$ cat src/rtl/fwd_track_pipe.sv
// ---------------------------------------------------------------------------
// fwd_track_pipe
//
// Producer side of the forwarding interface. Each instruction leaving EX is
// tracked through N_STAGES post-issue slots (slot 0 = youngest). Each slot is
// published to the forwarding unit. The oldest slot retires to the register
// file write port. A load-use stall from the forwarding unit inserts a bubble
// into slot 0 while the older slots keep moving.
//
// data_fwd_o is a flattened vector. Slot i occupies bits
// [i*FWD_W +: FWD_W], and each slot is laid out MSB first as:
//   {valid, rf_wr_en, mem_read, rd[4:0], rd_data[XLEN-1:0]}
//
// Ports
//   clk_i              clock, all state updates on the rising edge
//   rst_i              synchronous active-high reset
//   issue_valid_i      an instruction leaves EX this cycle
//   issue_ready_o      slot 0 accepts an issue this cycle
//   issue_rd_i         destination register
//   issue_rf_wr_en_i   instruction writes the register file
//   issue_mem_read_i   instruction is a load
//   ex_result_i        ALU result (ignored for loads)
//   mem_rdata_i        load data for the entry in slot MEM_READ_STAGE-1
//   hold_i             memory/pipeline freeze
//   flush_i            kills the presented issue (and slot 0 while held)
//   load_use_stall_ai  load-use stall from the forwarding unit
//   data_fwd_o         per-slot forwarding entries, flattened
//   wb_valid_o         register file write strobe
//   wb_rd_o            register file write address
//   wb_data_o          register file write data
//   bubble_cnt_o       saturating count of load-use bubbles
// ---------------------------------------------------------------------------
module fwd_track_pipe #(
    parameter int N_STAGES       = 2,
    parameter int MEM_READ_STAGE = 1,
    parameter int CNT_W          = 16,
    parameter int XLEN           = 32
) (
    input  logic                           clk_i,
    input  logic                           rst_i,
    input  logic                           issue_valid_i,
    output logic                           issue_ready_o,
    input  logic [4:0]                     issue_rd_i,
    input  logic                           issue_rf_wr_en_i,
    input  logic                           issue_mem_read_i,
    input  logic [XLEN-1:0]                ex_result_i,
    input  logic [XLEN-1:0]                mem_rdata_i,
    input  logic                           hold_i,
    input  logic                           flush_i,
    input  logic                           load_use_stall_ai,
    output logic [N_STAGES*(XLEN+8)-1:0]   data_fwd_o,
    output logic                           wb_valid_o,
    output logic [4:0]                     wb_rd_o,
    output logic [XLEN-1:0]                wb_data_o,
    output logic [CNT_W-1:0]               bubble_cnt_o
);

    localparam int FWD_W = XLEN + 8;

    typedef struct packed {
        logic            valid;
        logic            rf_wr_en;
        logic            mem_read;
        logic [4:0]      rd;
        logic [XLEN-1:0] rd_data;
    } data_fwd_t;

    data_fwd_t        r_slot [N_STAGES];
    logic [CNT_W-1:0] r_bubble_cnt;

    logic      w_advance;
    logic      w_issue_ready;
    logic      w_accept;
    data_fwd_t w_issue_entry;

    // hold freezes everything. Flush and load-use stall only block the issue.
    assign w_advance     = !hold_i;
    assign w_issue_ready = !rst_i && !hold_i && !load_use_stall_ai && !flush_i;
    assign w_accept      = issue_valid_i && w_issue_ready;

    // Entry captured into slot 0. A rejected issue becomes an all-zero bubble.
    always_comb begin
        // NOTE: default every field first so no path leaves a value unassigned (no latch).
        w_issue_entry = '0;
        if (w_accept) begin
            w_issue_entry.valid    = 1'b1;
            // x0 is never written or forwarded, so its write enable is dropped here.
            w_issue_entry.rf_wr_en = issue_rf_wr_en_i && (issue_rd_i != 5'd0);
            w_issue_entry.mem_read = issue_mem_read_i;
            w_issue_entry.rd       = issue_rd_i;
            w_issue_entry.rd_data  = ex_result_i;
        end
    end

    always_ff @(posedge clk_i) begin
        // NOTE: non-blocking assignments so every slot samples its predecessor's pre-edge value.
        if (rst_i) begin
            for (int i = 0; i < N_STAGES; i++) begin
                r_slot[i] <= '0;
            end
            r_bubble_cnt <= '0;
        end else if (w_advance) begin
            r_slot[0] <= w_issue_entry;
            for (int i = 1; i < N_STAGES; i++) begin
                r_slot[i] <= r_slot[i-1];
                // Load data joins the entry as it crosses into MEM_READ_STAGE.
                // From there on every slot carries final data.
                if (i == MEM_READ_STAGE && r_slot[i-1].valid && r_slot[i-1].mem_read) begin
                    r_slot[i].rd_data <= mem_rdata_i;
                end
            end
            // A flush outranks the stall, so only a real stall bubble is counted.
            if (load_use_stall_ai && !flush_i && !(&r_bubble_cnt)) begin
                r_bubble_cnt <= r_bubble_cnt + CNT_W'(1);
            end
        end else if (flush_i) begin
            // Under hold only slot 0 is killed. Older slots stay frozen.
            r_slot[0].valid <= 1'b0;
        end
    end

    for (genvar g = 0; g < N_STAGES; g++) begin : g_fwd
        assign data_fwd_o[g*FWD_W +: FWD_W] = r_slot[g];
    end

    assign issue_ready_o = w_issue_ready;
    // Retirement happens only on an advancing edge, so a held entry retires exactly once.
    assign wb_valid_o    = !rst_i && w_advance && r_slot[N_STAGES-1].valid
                           && r_slot[N_STAGES-1].rf_wr_en;
    assign wb_rd_o       = r_slot[N_STAGES-1].rd;
    assign wb_data_o     = r_slot[N_STAGES-1].rd_data;
    assign bubble_cnt_o  = r_bubble_cnt;

endmodule

$ cat config.mk
export PLATFORM = sky130hd
export DESIGN_NAME = fwd_track_pipe
export DESIGN_NICKNAME = d
export VERILOG_FILES = /design/src/rtl/fwd_track_pipe.sv
export SDC_FILE = /design/constraint.sdc
export NUM_CORES = 1
export LEC_CHECK = 0
export ABC_AREA = 1
export BUFFER_PORTS_ARGS = -buffer_cell sky130_fd_sc_hd__buf_2
export CORE_ASPECT_RATIO = 0.8
export CORE_MARGIN = 2
export CORE_UTILIZATION = 44
export CTS_BUF_LIST = sky130_fd_sc_hd__clkbuf_8
export CTS_CLUSTER_SIZE = 14
export DETAILED_ROUTE_END_ITERATION = 16
export PLACE_DENSITY = 0.83
export SYNTH_ARGS = -nofsm -noshare
export SYNTH_HDL_FRONTEND = slang
export SYNTH_SLANG_ARGS = --single-unit
$ cat constraint.sdc
create_clock -name clk_i -period 2.25 [get_ports clk_i]
set_input_delay 0 -clock clk_i [delete_from_list [all_inputs] [get_ports clk_i]]
set_output_delay 0 -clock clk_i [all_outputs]
set_load 0.01 [all_outputs]
==> results of run 1 <==
routing by layer:
metal	up-vias	share of wire	GRT usage	routed length (µm)
met3	39	0.087	0.0670	1210
met5	-	0	0	0
met4	0	0.027	0.113	380
met1	2029	0.37	0.269	5080
met2	240	0.52	0.429	7220
li1	2052	-	-	-
cell usage after synthesis (2+ instances only):
cell type	count
nor2_4	2
nand3b_1	2
nor2_2	10
xor2_1	2
nand3_1	86
inv_1	70
a21oi_1	8
dfxtp_1	17
buf_2	7
buf_4	37
buf_6	3
clkbuf_1	7
nor3_1	3
nor2_1	72
edfxtp_1	79
nand2_1	82
buf_1	3
power by group through the flow:
| stage | clock network, µW | logic, µW | registers, µW |
|---|---|---|---|
| 4_1_cts | 1060 | 530 | 2070 |
| 2_1_floorplan | 0 | 196 | 2150 |
| 6_report | 1020 | 545 | 2070 |
| 5_1_grt | 1120 | 584 | 2080 |
| 3_3_place_gp | 0 | 427 | 2100 |
| 3_5_place_dp | 0 | 433 | 2110 |
worst paths after layout:
path,to,slack (ps),cells past startpoint
setup / recovery,bubble_cnt_o[4],580,10
hold reg to reg,bubble_cnt_o[15],540,2
hold / removal,bubble_cnt_o[7],150,7
setup reg to reg,bubble_cnt_o[4],580,10
critical path: stages, from the launching register on:
cell	delay, ps
dfxtp_1	390
ha_1	220
nand2_1	80
nor2_1	130
nand2_1	130
inv_1	80
nand2_1	130
nand3_1	230
nand2_1	90
nand2_1	70
nor2_1	40
registers in the layout, summed over array words and instances, names as in the netlist:
name          count
r_slot           80
bubble_cnt_o     16
cell usage in the layout, fill, tap and decap left out, drive strengths merged:
cell type,netlist,final
nor3,4,4
ha,1,1
nand3b,2,2
nand3,86,86
clkinvlp,0,1
dlygate4sd3,0,73
o31ai,1,1
xor2,2,2
clkbuf,7,9
buf,50,221
edfxtp,79,79
nand4,1,1
nand2,82,82
inv,71,74
dfxtp,17,17
clkinv,1,4
a21oi,8,8
nor2,85,85
nor4,1,1
metrics by stage:
step | power (µW) | cells | setup WS [ps]
3_3_place_gp | 2520 | 802 | 707
4_1_cts | 3660 | 890 | 600
3_5_place_dp | 2540 | 802 | 625
5_1_grt | 3780 | 891 | 335
2_1_floorplan | 2340 | 498 | 684
6_report | 3630 | 891 | 583
kinds of logic after synthesis:
family,share of synthesized area
AO/OA/AOI/OAI,0.0103
XOR/XNOR,0.00379
adder cells (fa/ha/maj),0.00271
buffers and inverters,0.142
flip-flops,0.587
AND/OR/NAND/NOR,0.254
cell type report:
| type | instances | area [µm²] | area share |
|---|---|---|---|
| clock buffer | 9 | 124 | 0.0191 |
| clock inverter | 7 | 57.6 | 0.00889 |
| inverter | 72 | 273 | 0.0421 |
| multi-input combinational | 273 | 1260 | 0.195 |
| sequential | 96 | 2710 | 0.419 |
| tap | 140 | 175 | 0.0270 |
| timing repair buffer | 294 | 1870 | 0.289 |
==> flow_summary_export.csv, run 1 <==
group,metric,value,unit
run_status,outcome,"complete, no violations",
drt,vias_per_cell,4.89,
logic_synthesis,ys_seq_area_frac,0.587,
placed_design,gp_congestion,0.890,
power,peakVddDrop,0.311,mV
worst_setup_path,crit_type,"reg -> reg",
drt,wl,13900,µm
timing,rsz0062_at_grt,"no",
power,p_int,2680,µW
min_path,worst_hold_startpoint,"load_use_stall_ai",
cells_and_area,drive_above_1_share,0.337,
logic_synthesis,synth_area_per_cell,9.28,µm²
drt,postRouteAntennaNets,0,
min_path,worstHoldPathType,"in -> reg",
timing,period_needed,1670,ps
drt,drtPass1Iterations,5,
worst_setup_path,regToRegStartpoint,"bubble_cnt_o[0]",
worst_setup_path,startpoint_type,"flop",
drt,drt_iter0_drc,285,
worst_setup_path,startpoint,"bubble_cnt_o[0]",
cells_and_area,num-fill-cells,815,
drt,wl_per_cell,15.6,µm
global_route,track_usage,0.240,
floorplanning,core,0.0102,mm²
power,switching_share,0.262,
power,p_leak,0.00333,µW
drt,via_count,4360,
clocking,cts_sinks,96,
timing,setup_viol,0,
floorplanning,ios,212,
clocking,root_buffer,"clkbuf_8",
timing,timing.fmax,0.600,GHz
clocking,clockBufferDepth,2,
logic_synthesis,ys_ff_latch,96,
timing,hold_ws,153,ps
floorplanning,placementRows,33,
logic_synthesis,synth_edf_count,79,
timing,worst_slew_pin_slew,492,ps
clocking,post_cts_buffers,0,
logic_synthesis,synth_top_area_share,0.514,
placed_design,dp_hpwl,8740,µm
clocking,htree_levels,3,
timing,relSlewSlack,0.672,
placed_design,placed_cell_area,0.00556,mm²
global_route,grt_pass1_wl,21100,µm
job,cap_violations,0,
global_route,antenna_found_initial,0,
global_route,grt_overflow_total,0,
cells_and_area,insertedDiodeCount,0,
global_route,grt_max_degree,43,
global_route,grt_pass1_vias,4281,
worst_setup_path,cp.required,2510,ps
cells_and_area,fin_nets,824,
logic_synthesis,synth_cells,498,
floorplanning,dieArea,0.0113,mm²
clocking,cts_hold_buf,72,
timing,clock_skew,7.28,ps
timing,finalMaxSlewViolations,0,
clocking,cts-buffers-inserted,9,
floorplanning,die_y,95.6,µm
power,seq_power_share,0.569,
timing,finalHoldViolations,0,
cells_and_area,fin_util,0.632,
logic_synthesis,synth.area.top_cells,"edfxtp_1 51%, nand3_1 9.3%, dfxtp_1 7.4%, nand2_1 6.7%, buf_4 6.0%",
drt,drc,0,
logic_synthesis,synth_ff_type,"edfxtp_1",
power,power.density,561,mW/mm²
timing,post-route-period-util,0.741,
floorplanning,die_x,119,µm
placed_design,numPortBuffers,211,
logic_synthesis,syn-num-nets,576,
floorplanning,initial_core_util,0.451,
worst_setup_path,critPathArrivalTime,1920,ps
logic_synthesis,yosys.area.top_type,"edfxtp_1",
clocking,tritoncts,"yes",
logic_synthesis,yosysUniqueCellTypes,25,
power,clockPowerShare,0.281,
clocking,worst_skew_pair.late_latency,360,ps
cells_and_area,syn_to_final_growth,40.2,%
logic_synthesis,async_flop_share,0,
clocking,ctsResizeCount,0,
logic_synthesis,yosys_warnings,0,
power,combPwrFrac,0.150,
cells_and_area,stdcell_area,0.00648,mm²
logic_synthesis,synth_area,0.00462,mm²
power,p_sw,952,µW
timing,tns,0,ps
clocking,cts.clk_slew.worst_paths,90,ps
worst_setup_path,cp_max_fo,7,
worst_setup_path,end_kind,"flop",
No activity file was read; power rests on OpenSTA's default activity.
==> run 2: changes to the inputs <==
Settings changed: ABC_AREA 1 to 0, CORE_UTILIZATION 44 to 48, PLACE_DENSITY 0.83 to 0.87.
Clock period 2.25 ns to 1.6 ns, I/O delays scaled along.
==> run 2 against run 1 <==
Against the previous run: the run now ends with negative setup slack left; combinational power up 27%; first-iteration DRC count down 20%; synthesized cell count down 22%; design area up 2.5%; non-clock buffer count up 32; critical path type unchanged; highest routed layer unchanged.
==> flow_summary_export.csv, run 2 <==
group,metric,value,unit
floorplanning,initial_core_util,0.487,
cells_and_area,syn_to_final_growth,52.9,%
worst_setup_path,end_kind,"flop",
power,p_sw,1260,µW
job,cap_violations,0,
run_status,violations,"negative setup slack",
drt,via_count,4126,
timing,worst_slew_pin_slew,571,ps
timing,finalMaxSlewViolations,0,
power,seq_power_share,0.562,
logic_synthesis,syn-num-nets,466,
cells_and_area,final_common_cell,"buf_2",
logic_synthesis,async_flop_share,0,
global_route,grt_overflow_total,0,
worst_setup_path,critPathArrivalTime,2050,ps
cells_and_area,final_cell_mix,"211 x buf_2, 79 x edfxtp_1, 71 x dlygate4sd3_1",
floorplanning,ios,212,
floorplanning,placementRows,31,
logic_synthesis,synth_cells,388,
placed_design,dp_hpwl,8600,µm
logic_synthesis,synth_edf_count,79,
floorplanning,dieArea,0.00982,mm²
placed_design,gp_congestion,0.835,
placed_design,place_ws,-291,ps
timing,fin_ws,-159,ps
logic_synthesis,yosys_warnings,0,
timing,setup_viol,14,
placed_design,numPortBuffers,211,
clocking,root_buffer,"clkbuf_8",
clocking,worst_skew_pair.late_latency,350,ps
drt,postRouteAntennaNets,0,
drt,vias_per_cell,5.26,
clocking,clockBufferDepth,2,
clocking,htree_levels,3,
logic_synthesis,synth.area.top_cells,"edfxtp_1 55%, dfxtp_1 7.8%, buf_4 6.4%, and3_1 6.1%, nand2_1 5.8%",
drt,drtPass1Iterations,5,
timing,post-route-period-util,1.10,
power,peakVddDrop,0.569,mV
logic_synthesis,synth_area,0.00434,mm²
worst_setup_path,cp_max_fo,6,
global_route,grt_max_degree,42,
floorplanning,die_y,89.1,µm
global_route,antenna_found_initial,1,
drt,drc,0,
worst_setup_path,crit_type,"reg -> reg",
logic_synthesis,netlist_top_cells_count,"79 x edfxtp_1, 67 x nand2_1, 42 x and3_1, 37 x buf_4, 36 x o21ai_0",
timing,period_needed,1760,ps
timing,timing.fmax,0.568,GHz
power,power.density,777,mW/mm²
logic_synthesis,synth_ff_type,"edfxtp_1",
logic_synthesis,synth_top_area_share,0.547,
timing,finalHoldViolations,0,
logic_synthesis,yosys.area.top_type,"edfxtp_1",
min_path,worstHoldPathType,"in -> reg",
logic_synthesis,synth_area_per_cell,11.2,µm²
timing,rsz0062_at_grt,"yes",
clocking,tritoncts,"yes",
power,p_int,3890,µW
clocking,cts-buffers-inserted,9,
drt,wl_per_cell,17.3,µm
cells_and_area,stdcell_area,0.00664,mm²
global_route,grt_pass1_vias,3899,
placed_design,placed_cell_area,0.00551,mm²
clocking,cts_sinks,96,
global_route,track_usage,0.262,
timing,relSlewSlack,0.619,
power,p_leak,0.00311,µW
cells_and_area,largest_register_ffs,80,
floorplanning,die_x,110,µm
power,switching_share,0.245,
floorplanning,core,0.00892,mm²
worst_setup_path,startpoint_type,"flop",
power,clockPowerShare,0.304,
power,combPwrFrac,0.134,
logic_synthesis,yosysUniqueCellTypes,33,
clocking,cts.clk_slew.worst_paths,90,ps
run_status,outcome,"finished with violations",
global_route,grt_pass1_wl,19400,µm
cells_and_area,regMostFlops,"r_slot",
logic_synthesis,ys_seq_area_frac,0.625,
logic_synthesis,ys_ff_latch,96,
power,p_total,5160,µW
cells_and_area,fin_nets,741,
cells_and_area,drive_above_1_share,0.455,
logic_synthesis,yosysMostFrequentCell,"edfxtp_1",
drt,wl,13500,µm
drt,drt_iter0_drc,227,
timing,clock_skew,10.2,ps
worst_setup_path,cp.required,1890,ps
run 2: cell types whose count changed in the layout (fill, tap and decap cells not counted), sizes merged, moves of 15 or more:
cell,change
buf,+34
nand3,-81
nor2,-79
inv,-69
and3,+42
o21ai,+36
nand2,-15
run 2: power by group through the flow:
stage	combinational (µW)	sequential [µW]	clock (µW)
finish	690	2900	1570
global route	748	2910	1690
CTS	674	2890	1610
detailed placement	535	2950	0
global placement	525	2940	0
floorplan	210	3010	0
run 2: path summary, 6_finish.rpt:
| kind | start | end | slack (ps) | cells after the start |
|---|---|---|---|---|
| max reg2reg | bubble_cnt_o[1] | bubble_cnt_o[13] | -160 | 6 |
| max | bubble_cnt_o[1] | bubble_cnt_o[13] | -160 | 6 |
| min | flush_i | r_slot[0][39] | 40 | 4 |
| min reg2reg | r_slot[0][39] | r_slot[0][39] | 510 | 2 |
run 2: per-stage QoR:
stage | hold slack [ps] | TNS [ps] | std cells | utilization
detailed placement | 276 | -2230 | 690 | 0.618
finish | 42.4 | -1300 | 784 | 0.744
CTS | 24.8 | -1180 | 781 | 0.729
floorplan | 177 | -640 | 388 | -
global route | 54.9 | -2210 | 783 | 0.743
global placement | 274 | -1020 | 690 | 0.618
run 2: layer usage:
metal / track usage / vias to the layer above / routed length (µm) / part of all wire
met5: 0 / - / 0 / 0
li1: - / 1911 / - / -
met3: 0.0481 / 34 / 972 / 0.072
met4: 0.0886 / 0 / 265 / 0.020
met2: 0.467 / 223 / 7160 / 0.53
met1: 0.325 / 1958 / 5130 / 0.38
run 2: critical path: stages (launching register included):
cell	delay (ps)
dfxtp_4	370
ha_4	160
and4_4	140
nor4bb_4	170
buf_4	170
or4_4	540
a21oi_2	150
run 2: cells by family after synthesis:
family,share of synthesized area
DFF,0.625
and+or+nand+nor,0.200
muxes,0.0104
adders and majority gates,0.00288
AOI/OAI and AO/OA,0.0732
buffers and inverters,0.0888
run 2: area by class of cell:
type                            count  area [µm²]
Sequential cell                    96        2720
Timing Repair Buffer              326        2150
Antenna cell                        1        2.50
Clock inverter                      7        71.3
Inverter                            3        11.3
Fill cell                         578        2290
Tap cell                          115         144
Clock buffer                        9         124
Multi-Input combinational cell    227        1410
run 2: timing repair:
item / in CTS / in global routing
endpoints found under the hold margin: 71 / 0
pin swaps: 9 / 12
hold buffers: 71 / 0
setup buffers: 3 / 2
cloned: 1 / 0
endpoints found under the setup margin: 16 / 16
gates resized for setup: 14 / 26
